### src/rtl/mem_access_unit.sv
// MEM-stage load/store engine: EX/MEM controls -> req/ack data-bus cycle, extended load data, stall and error flags.
// Latency: access seen in IDLE, mem_req from next cycle, DONE one cycle after mem_ack; MEMHold parks the unit in DONE.
module mem_access_unit #(
  parameter int TIMEOUT_CYCLES = 255
) (
  input  logic        clk,
  input  logic        rst,
  input  logic        EXMEMMemRead,
  input  logic        EXMEMMemWrite,
  input  logic [2:0]  EXMEMFunct3,
  input  logic [31:0] EXMEMALUResult,
  input  logic [31:0] EXMEMWriteData,
  input  logic        MEMHold,
  output logic        mem_req,
  output logic        mem_we,
  output logic [31:0] mem_addr,
  output logic [3:0]  mem_be,
  output logic [31:0] mem_wdata,
  input  logic        mem_ack,
  input  logic [31:0] mem_rdata,
  output logic [31:0] MemoryData,
  output logic        MEMStall,
  output logic        MisalignErr,
  output logic        BusTimeout
);

  typedef enum logic [1:0] {IDLE = 2'd0, BUSY = 2'd1, DONE = 2'd2} state_t;

  state_t      state, state_nxt;
  logic [31:0] addr_q, wdata_q, mem_data_q, ld_ext;
  logic [2:0]  f3_q;
  logic        we_q, misal_q, tmo_q;
  logic [3:0]  be_q, be_calc;
  logic [7:0]  cnt;
  logic [31:0] wdata_calc;
  logic [1:0]  off_in, off_q;
  logic [7:0]  rb;
  logic [15:0] rh;
  logic        access, bad_f3, misal, legal, timeout_hit;

  // Decode of the incoming access: legality, alignment, lane steering.
  always_comb begin
    access     = EXMEMMemRead | EXMEMMemWrite;
    off_in     = EXMEMALUResult[1:0];
    bad_f3     = (EXMEMFunct3 == 3'b011) || (EXMEMFunct3[2:1] == 2'b11) ||
                 (EXMEMMemWrite && EXMEMFunct3[2]) || (EXMEMMemRead && EXMEMMemWrite);
    misal      = ((EXMEMFunct3[1:0] == 2'b01) && off_in[0]) ||
                 ((EXMEMFunct3[1:0] == 2'b10) && (off_in != 2'b00));
    legal      = !bad_f3 && !misal;
    be_calc    = 4'b1111;
    wdata_calc = EXMEMWriteData;
    if (EXMEMMemWrite) begin
      case (EXMEMFunct3[1:0])
        2'b00: begin
          be_calc    = 4'b0001 << off_in;
          wdata_calc = {4{EXMEMWriteData[7:0]}};
        end
        2'b01: begin
          be_calc    = off_in[1] ? 4'b1100 : 4'b0011;
          wdata_calc = {2{EXMEMWriteData[15:0]}};
        end
        default: ;
      endcase
    end
  end

  always_comb begin
    off_q = addr_q[1:0];
    rb    = mem_rdata[{off_q, 3'b000} +: 8];
    rh    = mem_rdata[{off_q[1], 4'b0000} +: 16];
    case (f3_q)
      3'b000:  ld_ext = {{24{rb[7]}}, rb};
      3'b100:  ld_ext = {24'h0, rb};
      3'b001:  ld_ext = {{16{rh[15]}}, rh};
      3'b101:  ld_ext = {16'h0, rh};
      default: ld_ext = mem_rdata;
    endcase
  end

  assign timeout_hit = (TIMEOUT_CYCLES != 0) && (cnt == 8'(TIMEOUT_CYCLES - 1));

  always_comb begin
    state_nxt = state;
    case (state)
      IDLE: if (access) state_nxt = legal ? BUSY : DONE;
      BUSY: if (mem_ack || timeout_hit) state_nxt = DONE;
      DONE: if (!MEMHold) state_nxt = IDLE;
      default: state_nxt = IDLE;
    endcase
  end

  always_ff @(posedge clk or negedge rst) begin
    if (!rst) begin
      state      <= IDLE;
      addr_q     <= '0;
      wdata_q    <= '0;
      f3_q       <= '0;
      we_q       <= 1'b0;
      be_q       <= '0;
      cnt        <= '0;
      mem_data_q <= '0;
      misal_q    <= 1'b0;
      tmo_q      <= 1'b0;
    end else begin
      state <= state_nxt;
      case (state)
        IDLE: begin
          cnt <= '0;
          if (access) begin
            addr_q  <= EXMEMALUResult;
            wdata_q <= wdata_calc;
            f3_q    <= EXMEMFunct3;
            we_q    <= EXMEMMemWrite;
            be_q    <= be_calc;
            misal_q <= !legal;
          end
        end
        BUSY: begin
          cnt <= cnt + 8'd1;
          // An ack arriving on the timeout cycle still completes normally.
          if (mem_ack) begin
            if (!we_q) mem_data_q <= ld_ext;
          end else if (timeout_hit) begin
            mem_data_q <= '0;
            tmo_q      <= 1'b1;
          end
        end
        DONE: begin
          if (!MEMHold) begin
            misal_q <= 1'b0;
            tmo_q   <= 1'b0;
          end
        end
        default: ;
      endcase
    end
  end

  assign mem_req     = (state == BUSY);
  assign MEMStall    = rst && (((state == IDLE) && access) || (state == BUSY));
  assign mem_we      = we_q;
  assign mem_addr    = {addr_q[31:2], 2'b00};
  assign mem_be      = be_q;
  assign mem_wdata   = wdata_q;
  assign MemoryData  = mem_data_q;
  assign MisalignErr = misal_q;
  assign BusTimeout  = tmo_q;

endmodule
### config.mk
export PLATFORM = sky130hd
export DESIGN_NAME = mem_access_unit
export DESIGN_NICKNAME = d
export VERILOG_FILES = /design/src/rtl/mem_access_unit.sv
export SDC_FILE = /design/constraint.sdc
export NUM_CORES = 1
export LEC_CHECK = 0
export BUFFER_PORTS_ARGS = -buffer_cell sky130_fd_sc_hd__buf_2
export CAP_MARGIN = 0
export CORE_UTILIZATION = 45
export CTS_CLUSTER_DIAMETER = 50
export DETAILED_ROUTE_END_ITERATION = 16
export GPL_ROUTABILITY_DRIVEN = 0
export PLACE_DENSITY = 0.82
export SETUP_SLACK_MARGIN = 0.5
export SLEW_MARGIN = 5
export SYNTH_ARGS = -nofsm -noshare
export SYNTH_HDL_FRONTEND = slang
export SYNTH_SLANG_ARGS = --single-unit
### constraint.sdc
create_clock -name clk -period 1.6 [get_ports clk]
set_input_delay 0.32 -clock clk [delete_from_list [all_inputs] [get_ports clk]]
set_output_delay 0.32 -clock clk [all_outputs]
set_load 0.02 [all_outputs]
* Yosys cells after proc, flatten, opt, wreduce, memory -nomap -nowiden
Cells that the tools add are included.
Operators by class: add/subtract/negate cells 1, equality and inequality tests 16, shift operators 3, multiplexer cells 21, bitwise gates (word level) 1, reduce and logical (&&, ||, !) cells 29
Operators with widths (number):
- 32-bit two-way mux | 4
- 32-bit case mux with 4 select lines | 1
- 32-bit case mux with 2 select lines | 1
- 32-bit by 6-bit variable part select with 16-bit output | 1
- 32-bit by 6-bit variable part select with 8-bit output | 1
- 8-bit case mux with 2 select lines | 1
- 2-bit nonzero test | 5
- 3-bit AND reduction | 3
- 8-bit by 1-bit adder with 8-bit output (second input constant) | 1
- 8-bit equality test (second input constant) | 1
- 2-bit two-way mux | 4
- 4-bit two-way mux | 2
- 2-bit != test (second input constant) | 4
- 4-bit case mux with 2 select lines | 1
- 1-bit logical AND | 7
- 2-bit equality test (second input constant) | 3
- 3-bit equality test (second input constant) | 2
- 1-bit logical OR | 6
- 2-bit case mux with 3 select lines | 1
- 2-bit by 1-bit equality test with 1-bit output (second input constant) | 2
- 2-bit zero test | 2
- 1-bit two-way mux | 4
- 2-bit by 1-bit != test with 1-bit output (second input constant) | 2
- 1-bit case mux with 2 select lines | 2
- other kinds (8) | 10
Word-level totals: bits in registers 116, bits of input ports 105, output and inout port bits 105, logic and storage cells 81

* Logic depth before layout (Yosys ltp)
depth after elaboration 9, mapped depth 7, mapped depth without buffers 6

* Worst setup path before layout
No wires, ideal clock.
path type reg-to-output, start point register state[1], end point output port MEMStall, data arrival time 1.523 ns, required time 1.280 ns, setup slack -0.243 ns, cell stages (with the launch flop) 4, path buffers 0, cell sequence dfrtp_1 > nor2_1 > o21ai_1 > a21boi_0
Between the ends: longest elaborated chain between the ends 4, elaborated cells between the ends (all ways) 5, classes of those cells eq/ne (1); reduce/logical (4)
RTL lines:
- start, declared | RTL line 29 | state_t state, state_nxt;
- start signal, assigned | RTL line 105 | state <= state_nxt;
- 2-bit zero test | RTL line 140 | assign MEMStall = rst && (((state == IDLE) && access) || (state == BUSY));
- 1-bit logical AND | RTL line 140
- 1-bit logical OR (*) | RTL line 140
- 1-bit logical AND (*) | RTL line 140
- end, declared | RTL line 22 | output logic MEMStall,
Mark *: on every way between the ends. The rest lies on a longest branch, timed or not.

* Final worst setup path
Same ends and word-level chain as after synthesis.

==> results.yml <==
critical_path:
  cp.arrival_ps: 1410
  cp-startpoint: "state[1]"
  start_kind: "flip-flop"
  endpoint_kind: "primary output"
  path_max_fanout: 2
  crit_path_end: "MEMStall"
  crit_type: "flip-flop to primary output"
  rr_startpoint: "addr_q[1]"
  r2r-end: "MemoryData[20]"
  required_ps: 1280
  rrSetupSlack_ps: -110
  r2r_cells: 6
cts:
  cts_hold_buf: 0
  clk_pin_slew_worst_paths_ps: 60
  clk_path_buf_depth: 2
  worstSkewPairLatency_ps: 420
  cts.sinks: 116
  cts_tree: "built"
  cts_root_buf: "clkbuf_16"
  cts_htree_levels: 4
  cts_buffers: 17
grt:
  grt_max_degree: 117
  grt_pass1_wl_mm: 29.2
  antenna_found_initial: 1
  overflow: 0
  grt_pass1_vias: 5735
  grt_usage: 0.298
timing:
  period_needed_ps: 1730
  maxSlewHeadroom: 0.583
  worst_pin_slew_ps: 625
  max_freq_mhz: 577
  rsz0062_at_grt: "yes"
  whs_ps: 21.8
  fin_ws_ps: -134
  drv_slew: 0
  fin_crit_sh: 1.08
  setup_viol: 29
  hold_violations: 0
  fin_skew_ps: 6.93
cells_and_area:
  final_cells: 1062
  area_growth_pct: 74.9
  fin_nets: 989
  num-fill-cells: 634
  drive_gt1_frac: 0.567
min_path:
  hold_path_class: "primary input to asynchronous set/reset pin"
routing:
  drc: 0
  via_count: 5741
  routed_wirelength_mm: 21.0
  drtIter0Drc: 477
  vias_per_cell: 5.41
  first_pass_iters: 7
  avgRoutedWirePerCell_um: 19.8
  drtAntennaViolNets: 0
synthesis:
  synth_top_area_frac: 0.516
  synth_top_flop_cell: "dfrtp_1"
  ys_top_cells_by_count: "182 x nand2_1, 116 x dfrtp_1, 54 x o21ai_0"
  yosysSeqAreaShare: 0.516
  synth.distinct_cells: 45
  yosysWarnings: 0
  synthCells: 586
  ys_seq_elements: 116
  synth_most_common_cell: "nand2_1"
  synth-edff-count: 0
  synth.avg_cell_area_um2: 9.61
  yosysTopAreaCell: "dfrtp_1"
  synth_async_sr_flop_share: 1.00
  synth.area.top_cells: "dfrtp_1 52%, nand2_1 12%, mux2i_1 5.7%"
  syn_area_um2: 5630
pwr:
  p_per_area_nw_per_um2: 2070
  power.internal_w: 0.0126
  power.switching_w: 0.00778
  swShare: 0.382
  power_leakage_nw: 4.97
  irDropWorstVdd_v: 0.00130
  p_clk_frac: 0.191
  p_comb_frac: 0.551
  fin_total_pwr_w: 0.0204
  p_seq_frac: 0.258
floorplan:
  initial_utilization: 0.465
  core_area_um2: 12100
  fp.dieW_um: 114
  die_h_um: 114
  dieArea_um2: 13000
  pin_count: 210
  fp-row-count: 40
place:
  dp.final_hpwl_mm: 10.7
  port_buffers: 207
  dp_cells: 935
  place_ws_ps: -171
run:
  maxCapViolCount: 0
run_status:
  violations: "negative setup slack"
  outcome: "complete, but fails checks"
-- what timing repair did --
item | 4_1_cts | 5_1_grt
buffers inserted | 49 | 37
endpoints found under the setup margin | 217 | 218
pin swaps | 75 | 56
cloned | 9 | 1
resized for setup | 276 | 136
endpoints found under the hold margin | 0 | 0
-- area by class of cell --
type / count / area [um^2] / share of cell area
multi-input cells: 401 / 2950 / 0.300
flip-flops and latches: 116 / 2910 / 0.295
diodes: 1 / 2.50 / 0.000254
inverters: 3 / 16.3 / 0.00165
clock inverters: 9 / 129 / 0.0131
clock buffers: 21 / 470 / 0.0478
well taps: 168 / 210 / 0.0213
repair buffers: 343 / 3160 / 0.321
-- placed cells by master (no fill, tap or decap), drive strengths merged, types with 2 or more instances in the layout --
cell / n
a32o: 8
clkbuf: 24
a22o: 5
mux2: 10
nand2b: 19
nand3: 3
a221o: 16
o21ai: 56
conb: 2
inv: 3
bufinv: 3
dfrtp: 116
buf: 340
clkinvlp: 2
nor3: 3
o21a: 4
and3: 2
and2: 2
nor2b: 11
or3: 3
o2bb2ai: 7
nor2: 10
mux2i: 33
nand2: 182
clkinv: 4
ha: 2
a21oi: 11
-- metrics by stage --
| stage | util | area, um^2 | TNS (ps) |
|---|---|---|---|
| 3_5_place_dp | 0.570 | 6900 | -3180 |
| 5_1_grt | 0.813 | 9840 | -4090 |
| 6_report | 0.813 | 9850 | -2200 |
| 2_1_floorplan | - | 5740 | 0 |
| 4_1_cts | 0.748 | 9050 | -1730 |
| 3_3_place_gp | 0.570 | 6900 | -1940 |
-- worst min path at each step --
stage / start / end
floorplan: rst / BusTimeout
global placement: addr_q[9] / addr_q[9]
detailed placement: addr_q[30] / addr_q[30]
CTS: rst / MemoryData[23]
global route: rst / MemoryData[16]
finish: rst / MemoryData[21]
-- layer usage --
metal  share of wire  global-route usage  up-vias
met5               0                   0        -
met3           0.076              0.0855       79
met4           0.043               0.139        0
met1            0.36               0.325     2787
li1                -                   -     2569
met2            0.52               0.535      306
-- sequential cells by signal, indices dropped and copies added (netlist names) --
| signal | flops |
|---|---|
| MemoryData | 32 |
| addr_q | 32 |
| mem_wdata | 32 |
| cnt | 8 |
| mem_be | 4 |
| f3_q | 3 |
| state | 2 |
| BusTimeout | 1 |
| MisalignErr | 1 |
| mem_we | 1 |
-- worst max-delay path, stage by stage, from the launching register on --
cell	delay [ps]
dfrtp_1	390
buf_6	130
nor2_4	120
o21ai_4	90
a21boi_2	130
buf_4	150
-- cells by family after synthesis --
family / Yosys count / share of synthesized area
flops: 116 / 0.516
mux: 44 / 0.0833
compound gates: 112 / 0.135
other cells: 1 / 0.000666
xor+xnor: 1 / 0.00156
simple gates: 240 / 0.186
fa+ha+maj: 2 / 0.00444
buf+inv: 70 / 0.0736
-- power by group through the flow --
| stage | sequential, W | combinational, W | clock (W) |
|---|---|---|---|
| after detailed placement | 0.00490 | 0.00644 | 0 |
| after CTS | 0.00512 | 0.00947 | 0.00390 |
| after floorplan | 0.00578 | 0.00362 | 0 |
| after global routing | 0.00535 | 0.0119 | 0.00407 |
| final | 0.00526 | 0.0112 | 0.00390 |
| after global placement | 0.00488 | 0.00627 | 0 |
(Power assumes the default switching activity.)
